## src/rtl/vga_timing_unpack.sv

```systemverilog
// vga_timing_unpack: programmable H/V video timing generator with a
// word-to-pixel unpacker fed from a show-ahead FIFO.
// Every video output is registered one cycle behind the beam counters.
// data_rd is the only combinational (Mealy) output.
// Build option VGA_TIMING_TEST_PATTERN_EN: the FIFO path is replaced by
// vertical bars 8 clocks wide. data_rd and underflow are then tied low.
module vga_timing_unpack #(
  parameter int H_ACTIVE   = 640,
  parameter int H_FP       = 16,
  parameter int H_SYNC     = 96,
  parameter int H_BP       = 48,
  parameter int V_ACTIVE   = 480,
  parameter int V_FP       = 10,
  parameter int V_SYNC     = 2,
  parameter int V_BP       = 33,
  parameter int H_SYNC_POL = 0,
  parameter int V_SYNC_POL = 0,
  parameter int WORD_BITS  = 32,
  parameter int BPP        = 4,
  parameter int DBL_X      = 0
) (
  input  logic                 clk_pixel,
  input  logic                 reset,
  input  logic [WORD_BITS-1:0] data_in,
  input  logic                 data_valid,
  output logic                 data_rd,
  output logic [BPP-1:0]       pixel,
  output logic                 de,
  output logic                 hsync,
  output logic                 vsync,
  output logic                 frame_start,
  output logic                 underflow,
  output logic [11:0]          x,
  output logic [11:0]          y
);

  localparam int HT  = H_ACTIVE + H_FP + H_SYNC + H_BP;
  localparam int VT  = V_ACTIVE + V_FP + V_SYNC + V_BP;
  localparam int PPW = WORD_BITS / BPP;

  // Region bounds are compared in 13 bits so that a 4096-wide total with
  // a zero back porch cannot wrap a sync end bound to zero.
  localparam logic [12:0] H_ACT   = 13'(H_ACTIVE);
  localparam logic [12:0] HS_BEG  = 13'(H_ACTIVE + H_FP);
  localparam logic [12:0] HS_END  = 13'(H_ACTIVE + H_FP + H_SYNC);
  localparam logic [12:0] V_ACT   = 13'(V_ACTIVE);
  localparam logic [12:0] VS_BEG  = 13'(V_ACTIVE + V_FP);
  localparam logic [12:0] VS_END  = 13'(V_ACTIVE + V_FP + V_SYNC);
  localparam logic [11:0] HT_LAST = 12'(HT - 1);
  localparam logic [11:0] VT_LAST = 12'(VT - 1);
  localparam logic [11:0] PPW_W   = 12'(PPW);

  localparam logic HS_ON  = 1'(H_SYNC_POL);
  localparam logic HS_OFF = !HS_ON;
  localparam logic VS_ON  = 1'(V_SYNC_POL);
  localparam logic VS_OFF = !VS_ON;

  logic [11:0]    cx_q, cx_d, cy_q, cy_d;
  logic [11:0]    x_q, x_d, y_q, y_d;
  logic           de_q, de_d;
  logic           hsync_q, hsync_d;
  logic           vsync_q, vsync_d;
  logic           frame_start_q, frame_start_d;
  logic           underflow_q, underflow_d;
  logic [BPP-1:0] pixel_q, pixel_d;

  logic        active, hs_on, vs_on;
  logic        adv_ok, load_pt;
  logic [11:0] src;

  // Beam counters: cx wraps at the end of a line, cy steps on each cx wrap.
  always_comb begin
    cx_d = cx_q + 12'd1;
    cy_d = cy_q;
    if (cx_q == HT_LAST) begin
      cx_d = 12'd0;
      cy_d = (cy_q == VT_LAST) ? 12'd0 : cy_q + 12'd1;
    end
  end

  // Region decode and load-point detection from the current counter state.
  always_comb begin
    active  = ({1'b0, cx_q} < H_ACT) && ({1'b0, cy_q} < V_ACT);
    hs_on   = ({1'b0, cx_q} >= HS_BEG) && ({1'b0, cx_q} < HS_END);
    vs_on   = ({1'b0, cy_q} >= VS_BEG) && ({1'b0, cy_q} < VS_END);
    src     = (DBL_X != 0) ? {1'b0, cx_q[11:1]} : cx_q;
    // With doubling, a source pixel only advances on its first (even) clock.
    adv_ok  = (DBL_X == 0) || !cx_q[0];
    load_pt = active && adv_ok && ((src % PPW_W) == 12'd0);
  end

  // Timing outputs: a one-cycle-delayed copy of the decoded counter state.
  always_comb begin
    de_d          = active;
    x_d           = cx_q;
    y_d           = cy_q;
    frame_start_d = (cx_q == 12'd0) && (cy_q == 12'd0);
    hsync_d       = hs_on ? HS_ON : HS_OFF;
    vsync_d       = vs_on ? VS_ON : VS_OFF;
  end

`ifdef VGA_TIMING_TEST_PATTERN_EN
  // FIFO inputs have no consumer in pattern mode.
  logic unused_fifo;
  assign unused_fifo = ^{data_in, data_valid, load_pt};
  assign data_rd     = 1'b0;

  // Vertical bars: bar index is cx/8, shown only in the active region.
  always_comb pixel_d = active ? cx_q[BPP+2:3] : '0;

  // No FIFO, so nothing can underflow.
  always_comb underflow_d = 1'b0;
`else
  logic [WORD_BITS-1:0] sr_q, sr_d, word;

  // Pop only at a load point with data present; held low during reset.
  assign data_rd = !reset && load_pt && data_valid;

  // Unpacker: a load emits field 0 at once and keeps the remaining fields
  // in sr. Later source pixels shift the next field out. The odd clock of a
  // doubled pixel repeats the pixel already on the output.
  always_comb begin
    word        = data_valid ? data_in : '0;
    sr_d        = sr_q;
    pixel_d     = '0;
    underflow_d = underflow_q;
    if (frame_start_d) underflow_d = 1'b0;
    if (load_pt) begin
      pixel_d = word[BPP-1:0];
      sr_d    = word >> BPP;
      if (!data_valid) underflow_d = 1'b1;
    end else if (active) begin
      if (adv_ok) begin
        pixel_d = sr_q[BPP-1:0];
        sr_d    = sr_q >> BPP;
      end else begin
        pixel_d = pixel_q;
      end
    end
  end

  // Shift register holding the not-yet-shown fields of the current word.
  always_ff @(posedge clk_pixel or posedge reset) begin
    if (reset) sr_q <= '0;
    else       sr_q <= sr_d;
  end
`endif

  // State and output registers; reset drives every output immediately.
  always_ff @(posedge clk_pixel or posedge reset) begin
    if (reset) begin
      cx_q          <= 12'd0;
      cy_q          <= 12'd0;
      x_q           <= 12'd0;
      y_q           <= 12'd0;
      de_q          <= 1'b0;
      hsync_q       <= HS_OFF;
      vsync_q       <= VS_OFF;
      frame_start_q <= 1'b0;
      underflow_q   <= 1'b0;
      pixel_q       <= '0;
    end else begin
      cx_q          <= cx_d;
      cy_q          <= cy_d;
      x_q           <= x_d;
      y_q           <= y_d;
      de_q          <= de_d;
      hsync_q       <= hsync_d;
      vsync_q       <= vsync_d;
      frame_start_q <= frame_start_d;
      underflow_q   <= underflow_d;
      pixel_q       <= pixel_d;
    end
  end

  assign pixel       = pixel_q;
  assign de          = de_q;
  assign hsync       = hsync_q;
  assign vsync       = vsync_q;
  assign frame_start = frame_start_q;
  assign underflow   = underflow_q;
  assign x           = x_q;
  assign y           = y_q;

endmodule

```

## config.mk

```make
export PLATFORM = sky130hd
export DESIGN_NAME = vga_timing_unpack
export DESIGN_NICKNAME = d
export VERILOG_FILES = /design/src/rtl/vga_timing_unpack.sv
export SDC_FILE = /design/constraint.sdc
export NUM_CORES = 1
export LEC_CHECK = 0
export CORE_MARGIN = 3
export CORE_UTILIZATION = 50
export DETAILED_ROUTE_END_ITERATION = 10
export GPL_ROUTABILITY_DRIVEN = 0
export GPL_TIMING_DRIVEN = 1
export PLACE_DENSITY = 0.9
export SLEW_MARGIN = 20
export SYNTH_ARGS = -nofsm -noshare
export SYNTH_HDL_FRONTEND = slang
export SYNTH_SLANG_ARGS = --single-unit
export TNS_END_PERCENT = 50
```

## constraint.sdc

```tcl
create_clock -name clk_pixel -period 4.6 [get_ports clk_pixel]
set_input_delay 0.46 -clock clk_pixel [delete_from_list [all_inputs] [get_ports clk_pixel]]
set_output_delay 0.46 -clock clk_pixel [all_outputs]
set_load 0.05 [all_outputs]
```

After elaboration in Yosys (flattened, before gate mapping) --
Cells that the tools add are included.
Operators by class: $add $sub $neg 2, order comparisons 6, equal/unequal tests 2, mux-type cells 12, reductions and logical operators 12
Operator list (count):
- 2-to-1 mux 32 bit | 3
- logical NOT 12 bit | 3
- adder 12 x 1 -> 12 bit (second input constant) | 2
- equality test 12 x 10 -> 1 bit (second input constant) | 2
- < comparator 12 x 10 -> 1 bit (second input constant) | 2
- < comparator 12 x 9 -> 1 bit (second input constant) | 2
- 2-to-1 mux 12 bit | 2
- greater-or-equal comparator 12 x 10 -> 1 bit (second input constant) | 1
- greater-or-equal comparator 12 x 9 -> 1 bit (second input constant) | 1
- 2-to-1 mux 4 bit | 2
- logical AND 1 bit | 7
- 2-to-1 mux 1 bit | 5
- nonzero test 2 bit | 1
- logical NOT 1 bit | 1
Storage, ports and cells: bits in registers 89, bits of input ports 35, output and inout bits 34, word-level logic and storage cells 45

Logic depth before layout (Yosys ltp) --
Gate-level depths: netlist of the first run.
depth after elaboration 5, depth in mapped cells 7, depth with buffers taken out 6

Worst setup path after synthesis of the first run --
No wires, ideal clock.
kind reg-to-output, from reg cx_q[10], to out data_rd, arrival time 2.332 ns, required time 4.140 ns, setup slack 1.808 ns, cell stages (with the launch flop) 5, buffers on the path 1, path through dfrtp_1 -> or2_1 -> nand4b_1 -> clkbuf_1 -> nor3_1
Between the ends: longest elaborated chain between the ends 5
RTL lines:
- start, declared | line 58 | logic [11:0] cx_q, cx_d, cy_q, cy_d;
- start signal, assigned | line 152 | cx_q <= 12'd0;
- start signal, assigned | line 163 | cx_q <= cx_d;
- < comparator 12 x 10 -> 1 bit | line 83 | active = ({1'b0, cx_q} < H_ACT) && ({1'b0, cy_q} < V_ACT);
- logical AND 1 bit | line 83
- logical AND 1 bit | line 89 | load_pt = active && adv_ok && ((src % PPW_W) == 12'd0);
- logical AND 1 bit (2 in series) | line 117 | assign data_rd = !reset && load_pt && data_valid;
- end, declared | line 26 | output logic data_rd,
Every way passes these cells.

Worst setup path in the final report of the first run --
from reg cy_q[10], to out data_rd
Between the ends: longest elaborated chain between the ends 5
RTL lines:
- start, declared | line 58
- start signal, assigned | line 164 | cy_q <= cy_d;
- < comparator 12 x 9 -> 1 bit | line 83
- logical AND 1 bit | line 83
- logical AND 1 bit | line 89
- logical AND 1 bit (2 in series) | line 117
Every way passes these cells.

==> reports/results.tsv, run 1 <==
metric	value	unit
status	finished, final reports clean	
Rows	29	
pin count of the biggest net entering global routing	64	
share of layout cells above drive strength 1	0.0605	
CTS H-tree lvls	3	
die area	8110	sq um
Final TNS setup	0	ns
Worst-path clk slew	0.07	ns
crit path time final	3.15	ns
Core Footprint	6600	sq um
Setup-failing EPs final	0	
worst-path cell chain	nor3_1 -> nand4b_1 -> buf_4 -> nor3_1 -> clkdlybuf4s50_1	
Arr. time, crit path	2.69	ns
# diodes	0	
most frequent cell after synthesis	dfrtp_1	
synthesized area per cell	10.3	sq um
reg2reg path depth	6	
Req. time, crit path	4.14	ns
Ports	69	
Post-CTS Setup Bufs	0	
Worst path slowest cell	clkdlybuf4s50_1	
Slew Viols, Final	0	
Synth warnings	0	
reg2reg end	cy_q[7]	
synthesis-to-finish area growth	26.3	%
Pwr Total	0.00128	W
worst setup path class	reg -> out	
Worst Setup Start Kind	register	
sequential fraction of the synthesis area	0.603	
global route overflow	0	
relative slew slack	0.434	
cells after synthesis	343	
Reg2Reg Setup Slack	2.34	ns
Synth area leaders	dfrtp_1, a21oi_1, and3_1	
crit-path max cell delay	0.84	ns
max frequency	317	MHz
Clk Latency, worst-skew pair	0.35	ns
CTS tree	done	
Crit. End Element	primary output	
number of enable flip-flop cells after synthesis	0	
min-delay worst type	reg -> reg	
vias per std cell	5.43	
min-delay src	cy_q[0]	
number of max-cap violations	0	
CP most frequent cell	nor3_1	
Buffers on Ports	68	
Die H	90.0	um
first-pass GRT wire length	13000	um
antenna violations before repair	0	
Final ANT Viol Nets	0	
fin nets	448	
clock buffer count from CTS	9	
wire per inst	14.7	um
FFs w/ async S/R, synth	1.00	
quantity of gates resized following cts	0	
crit-path leading delay family	buffers and inverters	
DP HPWL	5180	um
worst hold stages	0	
Commonest cells post-synth	dfrtp_1, nand2_1, a21oi_1	
Synth Register Bits	85	
leakage	1.97	nW
Worst-Margin Slew	0.849	ns
GRT Total Usage	0.199	
Post-CTS Hold Buffers	0	
Hold Vio Cnt, Final	0	
initial core utilization	0.535	
Synth Cell Area	3530	sq um
RSZ-0062 raised after global routing	false	
vias in the first global route	2757	
dominant synthesized flop cell	dfrtp_1	
Synthesized Nets	382	
Worst Hold Path EP	y[0]	
worst-path maximum fanout	63	
post-synth top area cell	dfrtp_1	
detailed-route DRC error count	0	
period utilization	0.686	
Crit Reg-Reg Startpoint	cx_q[0]	
die width	90.0	um
VDD IR-drop max	0.149	mV
sum of buffers and inverters on the critical path	2	
post-synth top area share	0.588	
power per standard cell area	288	nW/um^2
clock root cell	clkbuf_8	
vias after detailed routing	2748	
worst-case clock buffer depth	2	
Iter 0 DRT Violations	151	
Clock Sinks	85	
Total Wirelength	7460	um
Unique masters post-synth	34	
drt pass-1 iters	4	
clk_skew	0.00876	ns
==> flip-flops by register name, indices dropped and copies added, names as in the netlist <==
name         flops
cx_q            12
cy_q            12
de               1
frame_start      1
hsync            1
pixel            4
sr_q            28
underflow        1
vsync            1
x               12
y               12
==> cells by family after synthesis <==
| group | share of synthesized area |
|---|---|
| adder cells (fa/ha/maj) | 0.0142 |
| XOR/XNOR | 0.0298 |
| multiplexers | 0.00850 |
| flip-flops | 0.603 |
| AND/OR/NAND/NOR | 0.202 |
| buffers and inverters | 0.0365 |
| AO/OA/AOI/OAI | 0.106 |
==> how the worst max path moves through the flow <==
| stage | start | endpoint | cells past startpoint |
|---|---|---|---|
| final | cy_q[10] | data_rd | 5 |
| after global routing | cy_q[10] | data_rd | 5 |
| after CTS | cy_q[10] | data_rd | 5 |
| after detailed placement | cy_q[10] | data_rd | 5 |
| after global placement | cx_q[10] | data_rd | 5 |
| after floorplan | cx_q[10] | data_rd | 4 |
==> power breakdown <==
part	total [W]	switching [W]	internal (W)
registers	0.000768	0.00000713	0.000761
clock network	0.000443	0.000236	0.000207
logic	0.0000704	0.0000347	0.0000357
total	0.00128	0.000278	0.00100
==> per-layer routing <==
metal,part of all wire,routed length [um],GRT usage
met1,0.42,3170,0.257
met2,0.51,3820,0.325
met3,0.045,334,0.0467
met4,0.018,135,0.0816
met5,0,0,0
==> metrics by stage <==
stage | setup WS, ns | utilization | cells | instance area [sq um] | hold slack [ns]
after global routing | 1.31 | 0.675 | 506 | 4460 | 0.461
after CTS | 1.44 | 0.674 | 506 | 4450 | 0.446
final | 1.45 | 0.675 | 506 | 4460 | 0.441
after global placement | 1.87 | 0.650 | 491 | 4290 | 0.415
after detailed placement | 1.81 | 0.650 | 491 | 4290 | 0.431
after floorplan | 1.81 | - | 343 | 3530 | 0.400
==> area by class of cell <==
| type | instances | area [sq um] |
|---|---|---|
| Clock inverter | 2 | 10.0 |
| Sequential cell | 85 | 2130 |
| Timing Repair Buffer | 73 | 718 |
| Clock buffer | 13 | 149 |
| Multi-Input combinational cell | 226 | 1280 |
| Tap cell | 93 | 116 |
| Fill cell | 513 | 2150 |
| Inverter | 14 | 53.8 |
==> placed cells by master, fill, tap and decap left out, drive strengths merged, types with 5 or more instances in the layout <==
master         count
nand3             21
inv               13
nand2             41
xnor2              8
dfrtp             83
a21oi             36
nor2               9
and3              28
buf                5
clkbuf            13
o21ai             34
nor3               6
clkdlybuf4s50     68
nor4               5
nand4              8
Power figures use the tool's default switching activity.
==> run 2, diff against run 1 <==
Clock period 4.6 ns to 3.03 ns, I/O delays scaled along.
==> run 2 against run 1 <==
- clock power increased by 95%
- register-to-register slack got worse by 1.4 ns
- total power increased by 67%
- core utilization increased by 1.1 points
- count of clock-buffer cells in the layout decreased by 1
- routed wire length increased by 0.19%
- clock skew increased by 0.00072 ns
- sequential power increased by 52%
- combinational power increased by 53%
- non-clock buffer count increased by 2
- first-iteration DRC count increased by 64%
- worst hold slack got worse by 0.098 ns
- critical endpoint unchanged
- largest cell class unchanged
==> reports/results.tsv, run 2 (synthesis gave the netlist of run 1 again) <==
metric	value	unit	change
Core Footprint	6600	sq um	unchanged
Hold Vio Cnt, Final	0		unchanged
VDD IR-drop max	0.263	mV	+76%
vias after detailed routing	2769		+0.76%
crit-path max cell delay	0.45	ns	-0.39 ns
Slew Viols, Final	0		unchanged
reg2reg end	cy_q[3]		
CTS H-tree lvls	3		unchanged
Worst path slowest cell	dfrtp_1		
Crit. End Element	primary output		
quantity of gates resized following cts	0		unchanged
Die H	90.0	um	unchanged
grt met3 use	0.0442		-0.00250
final instance area	4530	sq um	+1.7%
Final ANT Viol Nets	0		unchanged
Rows	29		unchanged
worst-case clock buffer depth	2		unchanged
Place WS	1.01	ns	-0.800 ns
wire per inst	14.7	um	-0.40%
antenna violations before repair	0		unchanged
fillers	506		-1.4%
worst setup path class	reg -> out		
Arr. time, crit path	1.98	ns	-0.71 ns
Post-CTS Hold Buffers	0		unchanged
global route overflow	0		unchanged
die width	90.0	um	unchanged
layer with the highest usage	met2		
Top reg by flops	sr_q		
CTS tree	done		
fin nets	450		+0.45%
clock buffer count from CTS	9		unchanged
Ports	69		unchanged
Reg2Reg Setup Slack	0.95	ns	-1.39 ns
vias per std cell	5.44		+0.17%
commonest non-fill, non-tap cell in the layout	dfrtp_1		
Clock Sinks	85		unchanged
power per standard cell area	472	nW/um^2	+64%
# diodes	0		unchanged
setup slack after layout	0.748	ns	-0.697 ns
share of layout cells above drive strength 1	0.0673		+0.00678
drt pass-1 iters	5		+1
Final TNS setup	0	ns	unchanged
Buffers on Ports	68		unchanged
relative slew slack	0.598		+0.164
detailed-route DRC error count	0		unchanged
reg2reg path depth	5		-1
vias in the first global route	2752		-0.18%
initial core utilization	0.535		unchanged
Clk Latency, worst-skew pair	0.35	ns	about the same
Core Util, Final	0.686		+0.0114
DP Area	4320	sq um	+0.58%
number of max-cap violations	0		unchanged
WHS	0.344	ns	-0.0977 ns
clk_skew	0.00949	ns	+0.000724 ns
RSZ-0062 raised after global routing	false		
most frequent cells in the layout	dfrtp_1, clkdlybuf4s50_1, nand2_1		
Post-CTS Setup Bufs	0		unchanged
Iter 0 DRT Violations	248		+64%
clock root cell	clkbuf_8		
max frequency	438	MHz	
worst-path maximum fanout	10		-84%
first-pass GRT wire length	13000	um	-0.37%
DP HPWL	5040	um	-2.6%
Req. time, crit path	2.73	ns	-1.41 ns
GRT Total Usage	0.196		-0.00367
Crit Reg-Reg Startpoint	cx_q[0]		
GR Util met2	0.322		-0.00311
worst-path cell chain	inv_1 -> ha_1 -> and2b_1 -> nand2_1 -> nor3_1 -> buf_4		
die area	8110	sq um	unchanged
synthesis-to-finish area growth	28.4	%	
pin count of the biggest net entering global routing	63		-1.6%
status	finished, final reports clean		
max FFs per register	28		unchanged
Worst-Margin Slew	0.598	ns	-0.251 ns
Worst Setup Start Kind	register		
Total Wirelength	7470	um	+0.19%
Setup-failing EPs final	0		unchanged
grt met1 use	0.253		-0.00337
Worst-path clk slew	0.08	ns	about the same
crit path time final	2.28	ns	
min-delay worst type	in -> async		
period utilization	0.753		
leakage	2.01	nW	+2.0%
-- run 2: power by group --
group / switching (W) / internal, W
clock: 0.000378 / 0.000486
combinational: 0.0000525 / 0.0000560
sequential: 0.0000110 / 0.00115
-- run 2: stage by stage --
stage          total power, W  instances
4_1_cts               0.00215        509
5_1_grt               0.00222        509
3_3_place_gp          0.00129        493
2_1_floorplan         0.00123        343
3_5_place_dp          0.00130        493
6_report              0.00214        509
-- run 2: cell type report --
class	instances	area, sq um	share of cell area
flip-flops and latches	85	2130	0.470
clock buffers	12	145	0.0320
multi-input cells	226	1270	0.281
inverters	14	53.8	0.0119
clock inverters	4	72.6	0.0160
repair buffers	75	743	0.164
well taps	93	116	0.0257
-- run 2: how the worst max path moves through the flow --
| stage | cells past startpoint | startpoint | endpoint | slack [ns] |
|---|---|---|---|---|
| detailed placement | 5 | cx_q[0] | cy_q[10] | 1.01 |
| global route | 6 | cx_q[0] | data_rd | 0.59 |
| global placement | 5 | cx_q[0] | cy_q[3] | 1.09 |
| floorplan | 4 | cx_q[10] | data_rd | 0.40 |
| finish | 6 | cx_q[0] | data_rd | 0.75 |
| CTS | 6 | cx_q[0] | data_rd | 0.74 |
-- run 2: worst max-delay path, delay by kind of cell (launching register included) --
| family | cells | cell delay, ns |
|---|---|---|
| simple gates | 3 | 0.67 |
| flops | 1 | 0.45 |
| buf+inv | 2 | 0.33 |
| fa+ha+maj | 1 | 0.17 |
-- run 2: metal layers --
metal,share of wire,vias to the layer above
met1,0.45,1344
met3,0.048,9
met2,0.49,84
met5,0,-
li1,-,1332
met4,0.014,0
